**src/rtl/rng_range.sv**
```systemverilog
// Draws a uniform value in 0..N-1 from an upstream 8-bit LFSR by rejection
// sampling: each draw is masked down to the smallest all-ones word that covers
// N-1 and retried on overflow. After MAX_TRIES rejected draws, the last
// candidate is folded back into range by subtracting N.
//
// state | meaning
// IDLE  | ready for a request
// DRAW  | lfsr_en strobed for one cycle; the LFSR advances at the end of it
// CHECK | masked LFSR value compared against N
// DONE  | result presented, held until rsp_ready
module rng_range #(
    parameter int unsigned MAX_TRIES = 16
) (
    input  logic       clk,
    input  logic       rst_n,
    input  logic       req_valid,
    output logic       req_ready,
    input  logic [7:0] req_limit,
    input  logic [7:0] lfsr_q,
    output logic       lfsr_en,
    output logic       rsp_valid,
    input  logic       rsp_ready,
    output logic [7:0] rsp_value,
    output logic       rsp_fallback
);

    typedef enum logic [1:0] {
        IDLE  = 2'd0,
        DRAW  = 2'd1,
        CHECK = 2'd2,
        DONE  = 2'd3
    } state_t;

    localparam logic [7:0] LAST_TRY = 8'(MAX_TRIES - 1);

    state_t     state_q;
    logic [7:0] limit_q;
    logic [7:0] mask_q;
    logic [7:0] tries_q;
    logic [7:0] value_q;
    logic       fallback_q;
    logic       req_ready_q;
    logic       rsp_valid_q;
    logic       lfsr_en_q;

    logic [7:0] mask_d;
    logic [7:0] cand;

    // Smear the highest set bit of N-1 downwards to get the covering mask.
    always_comb begin
        mask_d = req_limit - 8'd1;
        mask_d = mask_d | (mask_d >> 1);
        mask_d = mask_d | (mask_d >> 2);
        mask_d = mask_d | (mask_d >> 4);
    end

    // The LFSR has already advanced when CHECK samples it.
    always_comb cand = lfsr_q & mask_q;

    // Request sequencing; every output is a register updated alongside the state.
    always_ff @(posedge clk or negedge rst_n) begin
        if (!rst_n) begin
            state_q     <= IDLE;
            limit_q     <= 8'd0;
            mask_q      <= 8'd0;
            tries_q     <= 8'd0;
            value_q     <= 8'd0;
            fallback_q  <= 1'b0;
            req_ready_q <= 1'b0;
            rsp_valid_q <= 1'b0;
            lfsr_en_q   <= 1'b0;
        end else begin
            lfsr_en_q <= 1'b0;
            case (state_q)
                IDLE: begin
                    req_ready_q <= 1'b1;
                    if (req_valid && req_ready_q) begin
                        req_ready_q <= 1'b0;
                        limit_q     <= req_limit;
                        tries_q     <= 8'd0;
                        if (req_limit <= 8'd1) begin
                            // Only one possible result; no draw needed.
                            mask_q      <= 8'd0;
                            value_q     <= 8'd0;
                            fallback_q  <= 1'b0;
                            rsp_valid_q <= 1'b1;
                            state_q     <= DONE;
                        end else begin
                            mask_q    <= mask_d;
                            lfsr_en_q <= 1'b1;
                            state_q   <= DRAW;
                        end
                    end
                end
                DRAW: begin
                    state_q <= CHECK;
                end
                CHECK: begin
                    if (cand < limit_q) begin
                        value_q     <= cand;
                        fallback_q  <= 1'b0;
                        rsp_valid_q <= 1'b1;
                        state_q     <= DONE;
                    end else if (tries_q == LAST_TRY) begin
                        // mask+1 < 2N, so one subtraction lands in range.
                        value_q     <= cand - limit_q;
                        fallback_q  <= 1'b1;
                        rsp_valid_q <= 1'b1;
                        state_q     <= DONE;
                    end else begin
                        tries_q   <= tries_q + 8'd1;
                        lfsr_en_q <= 1'b1;
                        state_q   <= DRAW;
                    end
                end
                DONE: begin
                    if (rsp_ready) begin
                        rsp_valid_q <= 1'b0;
                        req_ready_q <= 1'b1;
                        state_q     <= IDLE;
                    end
                end
                default: begin
                    state_q <= IDLE;
                end
            endcase
        end
    end

    assign req_ready    = req_ready_q;
    assign rsp_valid    = rsp_valid_q;
    assign rsp_value    = value_q;
    assign rsp_fallback = fallback_q;
    assign lfsr_en      = lfsr_en_q;

endmodule

```
**config.mk**
```make
export PLATFORM = sky130hd
export DESIGN_NAME = rng_range
export DESIGN_NICKNAME = d
export VERILOG_FILES = /design/src/rtl/rng_range.sv
export SDC_FILE = /design/constraint.sdc
export NUM_CORES = 1
export LEC_CHECK = 0
export ABC_AREA = 1
export BUFFER_PORTS_ARGS = -buffer_cell sky130_fd_sc_hd__buf_2
export CORE_MARGIN = 3
export CORE_UTILIZATION = 30
export DETAILED_ROUTE_END_ITERATION = 16
export PLACE_DENSITY = 0.52
export REMOVE_ABC_BUFFERS = 1
export SYNTH_ARGS = -nofsm -noshare
export SYNTH_HDL_FRONTEND = slang
export SYNTH_SLANG_ARGS = --single-unit
```
**constraint.sdc**
```tcl
create_clock -name clk -period 2.17 [get_ports clk]
set_input_delay 0.434 -clock clk [delete_from_list [all_inputs] [get_ports clk]]
set_output_delay 0.434 -clock clk [all_outputs]
set_load 0.005 [all_outputs]
```
# --- Yosys cells after proc, flatten, opt, wreduce, memory -nomap -nowiden ---
# Cells that the tools add are included.
word_totals:
  output_inout_bits: 12
  ff_bits: 38
op_classes:
  n_reduce_logical: 11
  order_cmp: 2
  bitwise_logic: 4
  n_mux: 34
  add_sub_neg: 3
  n_eq_ne: 10
op_table:
  columns: ["cell", "count"]
  rows:
  - ["two-way mux 8 bit", 8]
  - ["one-hot mux 8 bit (2 select lines)", 2]
  - ["two-way mux 1 bit", 14]
  - ["two-way mux 2 bit", 5]
  - ["inequality test 2 bit (second input constant)", 5]
  - ["adder 8 x 1 -> 8 bit (second input constant)", 1]
  - ["AND 8 bit", 1]
  - ["== test 8 x 4 -> 1 bit (second input constant)", 1]
  - ["<= comparator 8 x 1 -> 1 bit (second input constant)", 1]
  - ["less-than comparator 8 bit", 1]
  - ["bitwise OR 8 x 4 -> 8 bit", 1]
  - ["bitwise OR 8 x 6 -> 8 bit", 1]
  - ["bitwise OR 8 x 7 -> 8 bit", 1]
  - ["one-hot mux 2 bit (4 select lines)", 1]
  - ["AND reduction 4 bit", 2]
  - ["subtractor 8 x 1 -> 8 bit (second input constant)", 1]
  - ["subtractor 8 bit", 1]
  - ["one-hot mux 1 bit (2 select lines)", 3]
  - ["AND reduction 2 bit", 3]
  - ["AND reduction 5 bit", 1]
  - ["== test 2 bit (second input constant)", 2]
  - ["nonzero test 2 bit", 2]
  - ["inequality test 3 bit (second input constant)", 1]
  - ["one-hot mux 1 bit (3 select lines)", 1]
  - ["other kinds (4)", 4]

# --- Longest topological paths before layout ---
depth:
  depth_word: 5
  mapped_depth: 15
  ltp_nobuf: 15

# --- Worst setup path after synthesis ---
# OpenSTA, ideal clock, no wires.
synth_timing:
  path_type: "input port to flip-flop"
  startpoint: "input port lfsr_q[0]"
  endpoint: "register value_q[4], in the netlist rsp_value[4]"
  setup_ns: 0.127
  n_path_buf: 1
  t_arrival_ns: 1.919
  path_stages: 13
  setup_slack_ns: 0.124
  cell_sequence: "nand2_1 ha_1 inv_1 fa_1 nand3_1 nand2_1 nand2_2 nand2_4 nand2_2 nand3_2 buf_6 nand2_1 o21ai_0"
synth_between:
  elab_chain_len: 5
  word_cells_on_any_way: 8
  cone_classes: "add/sub: 1; order compare: 1; eq/ne: 1; mux: 3; bitwise: 1; reduce/logical: 1"
synth_lines:
  columns: ["element", "line_no", "source"]
  rows:
  - ["start: declaration", "19", "input logic [7:0] lfsr_q,"]
  - ["AND 8 bit (*)", "58", "always_comb cand = lfsr_q & mask_q;"]
  - ["subtractor 8 bit", "106", "value_q <= cand - limit_q;"]
  - ["two-way mux 8 bit", "104", "end else if (tries_q == LAST_TRY) begin"]
  - ["two-way mux 8 bit", "99", "if (cand < limit_q) begin"]
  - ["one-hot mux 8 bit (2 select lines)", "74", "case (state_q)"]
  - ["end signal: assignment", "100", "value_q <= cand;"]
  - ["end signal: assignment", "106", null]
  - ["end: declaration", "40", "logic [7:0] value_q;"]
# Mark *: on every way between the ends. The rest lies on a longest branch, timed or not. The select of a mux whose other input is x is not followed.
# A chain may end at the register's enable or synchronous reset.

# --- Final worst setup path ---
layout_timing:
  startpoint: "register mask_q[0]"
  endpoint: "register rsp_valid_q, in the netlist rsp_valid"
layout_between:
  elab_chain_len: 4
  word_cells_on_any_way: 6
  cone_classes: "order compare: 1; eq/ne: 1; mux: 2; bitwise: 1; reduce/logical: 1"
layout_lines:
  columns: ["element", "line_no", "source"]
  rows:
  - ["start: declaration", "38", "logic [7:0] mask_q;"]
  - ["start signal: assignment", "89", "mask_q <= mask_d;"]
  - ["AND 8 bit (*)", "58", null]
  - ["less-than comparator 8 bit (*)", "99", null]
  - ["inequality test 3 bit (no line) / two-way mux 1 bit (equally long branches)", null, null]
  - ["AND reduction 5 bit (no line) / one-hot mux 1 bit (3 select lines) (equally long branches)", null, null]
  - ["end signal: assignment", "70", "rsp_valid_q <= 1'b0;"]
  - ["end signal: assignment", "102", "rsp_valid_q <= 1'b1;"]
  - ["end signal: assignment", "108", "rsp_valid_q <= 1'b1;"]
  - ["end: declaration", "43", "logic rsp_valid_q;"]
# Mark *: on every way between the ends. The rest lies on a longest branch, timed or not.

==> flow_summary_export.csv <==
group,metric,value,unit
outcome,status,"complete, no violations",
finish,antenna_cells,0,
synthesis,synth_cell_type_count,29,
synthesis,netlist.area_leader.share,37.9,%
setup_path,rr_worst_depth,13,
power,p_per_area,1360,nW/um^2
finish,syn2layout_area_growth,23.5,%
timing,tightestPinTransition,496,ps
detailed_routing,viasPerCell,4.51,
floorplan,die_area,9500,sq um
synthesis,ys_warn_count,0,
power,p_leak,1.76,nW
synthesis,synth_cells,358,
floorplan,die_y,97.5,um
clock_tree,htreeDepth,2,
timing,fin_skew,6.38,ps
placement,place_congestion,0.930,
timing,rsz0062_at_grt,"yes",
timing,drv_slew,0,
setup_path,r2r-start,"mask_q[0]$_DFFE_PN0P_",
setup_path,critical_path.startpoint,"mask_q[0]$_DFFE_PN0P_",
timing,slew-limit-headroom,66.9,%
clock_tree,cts_root_buf,"clkbuf_8",
detailed_routing,dr.pass1.iters,4,
floorplan,fp.dieW,97.5,um
timing,max_freq,494,MHz
setup_path,cp-endpoint,"rsp_valid$_DFFE_PN0P_",
floorplan,start_util,31.7,%
finish,fillers,853,
worst_hold_path,min_path_type,"input port to async pin",
clock_tree,cts_tree,"built",
clock_tree,cts_buffers,5,
detailed_routing,ant_nets,0,
setup_path,r2r_setup_slack,150,ps
timing,hold-worst-slack,169,ps
clock_tree,holdBufCountCts,0,
finish,final_common_cell,"nand2_1",
power,ir_worst_vdd,0.488,mV
detailed_routing,vias,2319,
synthesis,syn_area,2510,sq um
finish,nNetsFinal,444,
setup_path,worstSetupEndpointType,"flip-flop",
setup_path,crit_arrival,2210,ps
detailed_routing,drc_errors,0,
clock_tree,path_clk_slew,80,ps
setup_path,critical_path_required,2350,ps
synthesis,synth_area_leaders,"dfrtp_1, nand2_1, inv_1",
global_route,grt_max_degree,39,
detailed_routing,routed_wl,6080,um
setup_path,crit_type,"flip-flop to flip-flop",
timing,tns,0,ps
detailed_routing,wl_per_cell,11.8,um
global_route,grt_pass1_vias,2188,
global_route,grt-ovfl-total,0,
floorplan,rows,32,
placement,dp_hpwl,4740,um
clock_tree,clock-sinks,38,
timing,period_share,93.3,%
clock_tree,cts_buffer_depth,2,
synthesis,ys_seq_area_share,37.9,%
finish,layout-drive-gt1-share,18.7,%
timing,finalSetupViolations,0,
synthesis,yosysTopAreaCell,"dfrtp_1",
clock_tree,postCtsSetupBuffers,0,
setup_path,cp-start-kind,"flip-flop",
finish,layout_common_cells,"nand2_1, inv_1, dfrtp_1",
synthesis,postSynthRegisterBits,38,
floorplan,core,7930,sq um
global_route,antenna_found_initial,0,
setup_path,regToRegEndpoint,"rsp_valid$_DFFE_PN0P_",
global_route,grt_pass1_wl,10200,um
setup_path,cp_max_fo,9,
floorplan,ioPinCount,32,
synthesis,synth.avg_cell_area,7.01,sq um
detailed_routing,first_iter_violations,88,
timing,timing.final.hold_violations,0,
placement,portBuffers,31,
global_route,track_usage,12.9,%
timing,period_needed,2020,ps
flow_run,drv_cap,0,
clock_tree,insertion_delay,300,ps
## cell type report
type                    instances  area, sq um  area share (%)
inverters                      59          221            7.14
clock buffers                   5         68.8            2.22
repair buffers                 49          303            9.76
clock inverters                 3         68.8            2.22
multi-input cells             258         1360            43.9
flip-flops and latches         38          951            30.7
well taps                     102          128            4.11
## registers in the layout (all words and copies together) (netlist names)
name	flops
mask_q	8
lfsr_en	1
tries_q	8
req_ready	1
state_q	2
rsp_fallback	1
rsp_value	8
rsp_valid	1
limit_q	8
## metal layers
| layer | GRT usage (%) | vias to the layer above | part of all wire [%] |
|---|---|---|---|
| li1 | - | 1228 | - |
| met1 | 16.9 | 1056 | 50 |
| met2 | 21.5 | 28 | 46 |
| met3 | 2.23 | 7 | 2.5 |
| met4 | 4.37 | 0 | 1.5 |
| met5 | 0 | - | 0 |
## critical path: stages, from the launching register on
cell and delay [ps]:
dfrtp_1 400, nand2_1 90, ha_1 140, inv_1 60, fa_1 380, nand3_1 120, nand2_1 90, nand2_2 100
nand2_4 120, nand2_4 120, buf_4 140, nand2_1 50, nand2_1 50, nand2_1 50
## worst min-delay path by stage
stage,cells past startpoint,startpoint,to
finish,2,rst_n,mask_q[7]$_DFFE_PN0P_
global route,2,rst_n,mask_q[5]$_DFFE_PN0P_
CTS,2,rst_n,mask_q[5]$_DFFE_PN0P_
detailed placement,2,rsp_valid$_DFFE_PN0P_,rsp_valid$_DFFE_PN0P_
global placement,2,rsp_value[0]$_DFFE_PN0P_,rsp_value[0]$_DFFE_PN0P_
floorplan,0,rst_n,lfsr_en$_DFF_PN0_
## what timing repair did
item | 4_1_cts | 5_1_grt
endpoints found under the hold margin | 0 | 0
gates resized for setup | 0 | 10
endpoints found under the setup margin | 0 | 12
## logic make-up (layout without fill, tap and decap cells)
| family | count (synthesis) | count (layout) | share of synthesized area (%) |
|---|---|---|---|
| DFF | 38 | 38 | 37.9 |
| and+or+nand+nor | 201 | 202 | 34.2 |
| AOI/OAI and AO/OA | 34 | 34 | 8.22 |
| adders and majority gates | 13 | 13 | 6.78 |
| buffers and inverters | 63 | 116 | 9.82 |
| xor gates and xnor gates | 9 | 9 | 3.14 |
## cells in the mapped netlist
library cell	n
o211ai_1	1
a21oi_1	2
nand2_4	1
inv_1	57
o21ai_0	21
nand3b_1	3
clkbuf_1	1
a21oi_4	2
nor2_2	2
inv_2	2
nand3_2	1
dfrtp_1	38
fa_1	1
o21ai_1	5
nand3_1	23
a22o_1	1
ha_1	12
nand4_1	7
buf_6	1
buf_2	2
xnor2_1	2
o21ai_2	2
nor2_4	2
or2_2	1
nor2_1	21
nor3_1	2
nand2_1	135
xor2_1	7
nand2_2	3
## stage by stage
stage / cells / power, mW / utilization, % / setup WS, ps / instance area (sq um)
floorplan: 354 / 2.59 / - / 116 / 2490
global placement: 505 / 3.37 / 36.8 / -46.0 / 2920
detailed placement: 505 / 3.38 / 36.8 / -122 / 2920
CTS: 513 / 4.14 / 38.5 / 13.3 / 3050
global route: 514 / 4.64 / 39.1 / 0.112 / 3100
finish: 514 / 4.23 / 39.1 / 146 / 3100
## where the power goes
group	total [mW]	switching, mW	internal, mW	leakage, nW
sequential	1.13	0.166	0.959	0.486
clock	0.741	0.281	0.461	0.0683
combinational	2.36	1.41	0.949	1.21
(Power assumes the default switching activity.)
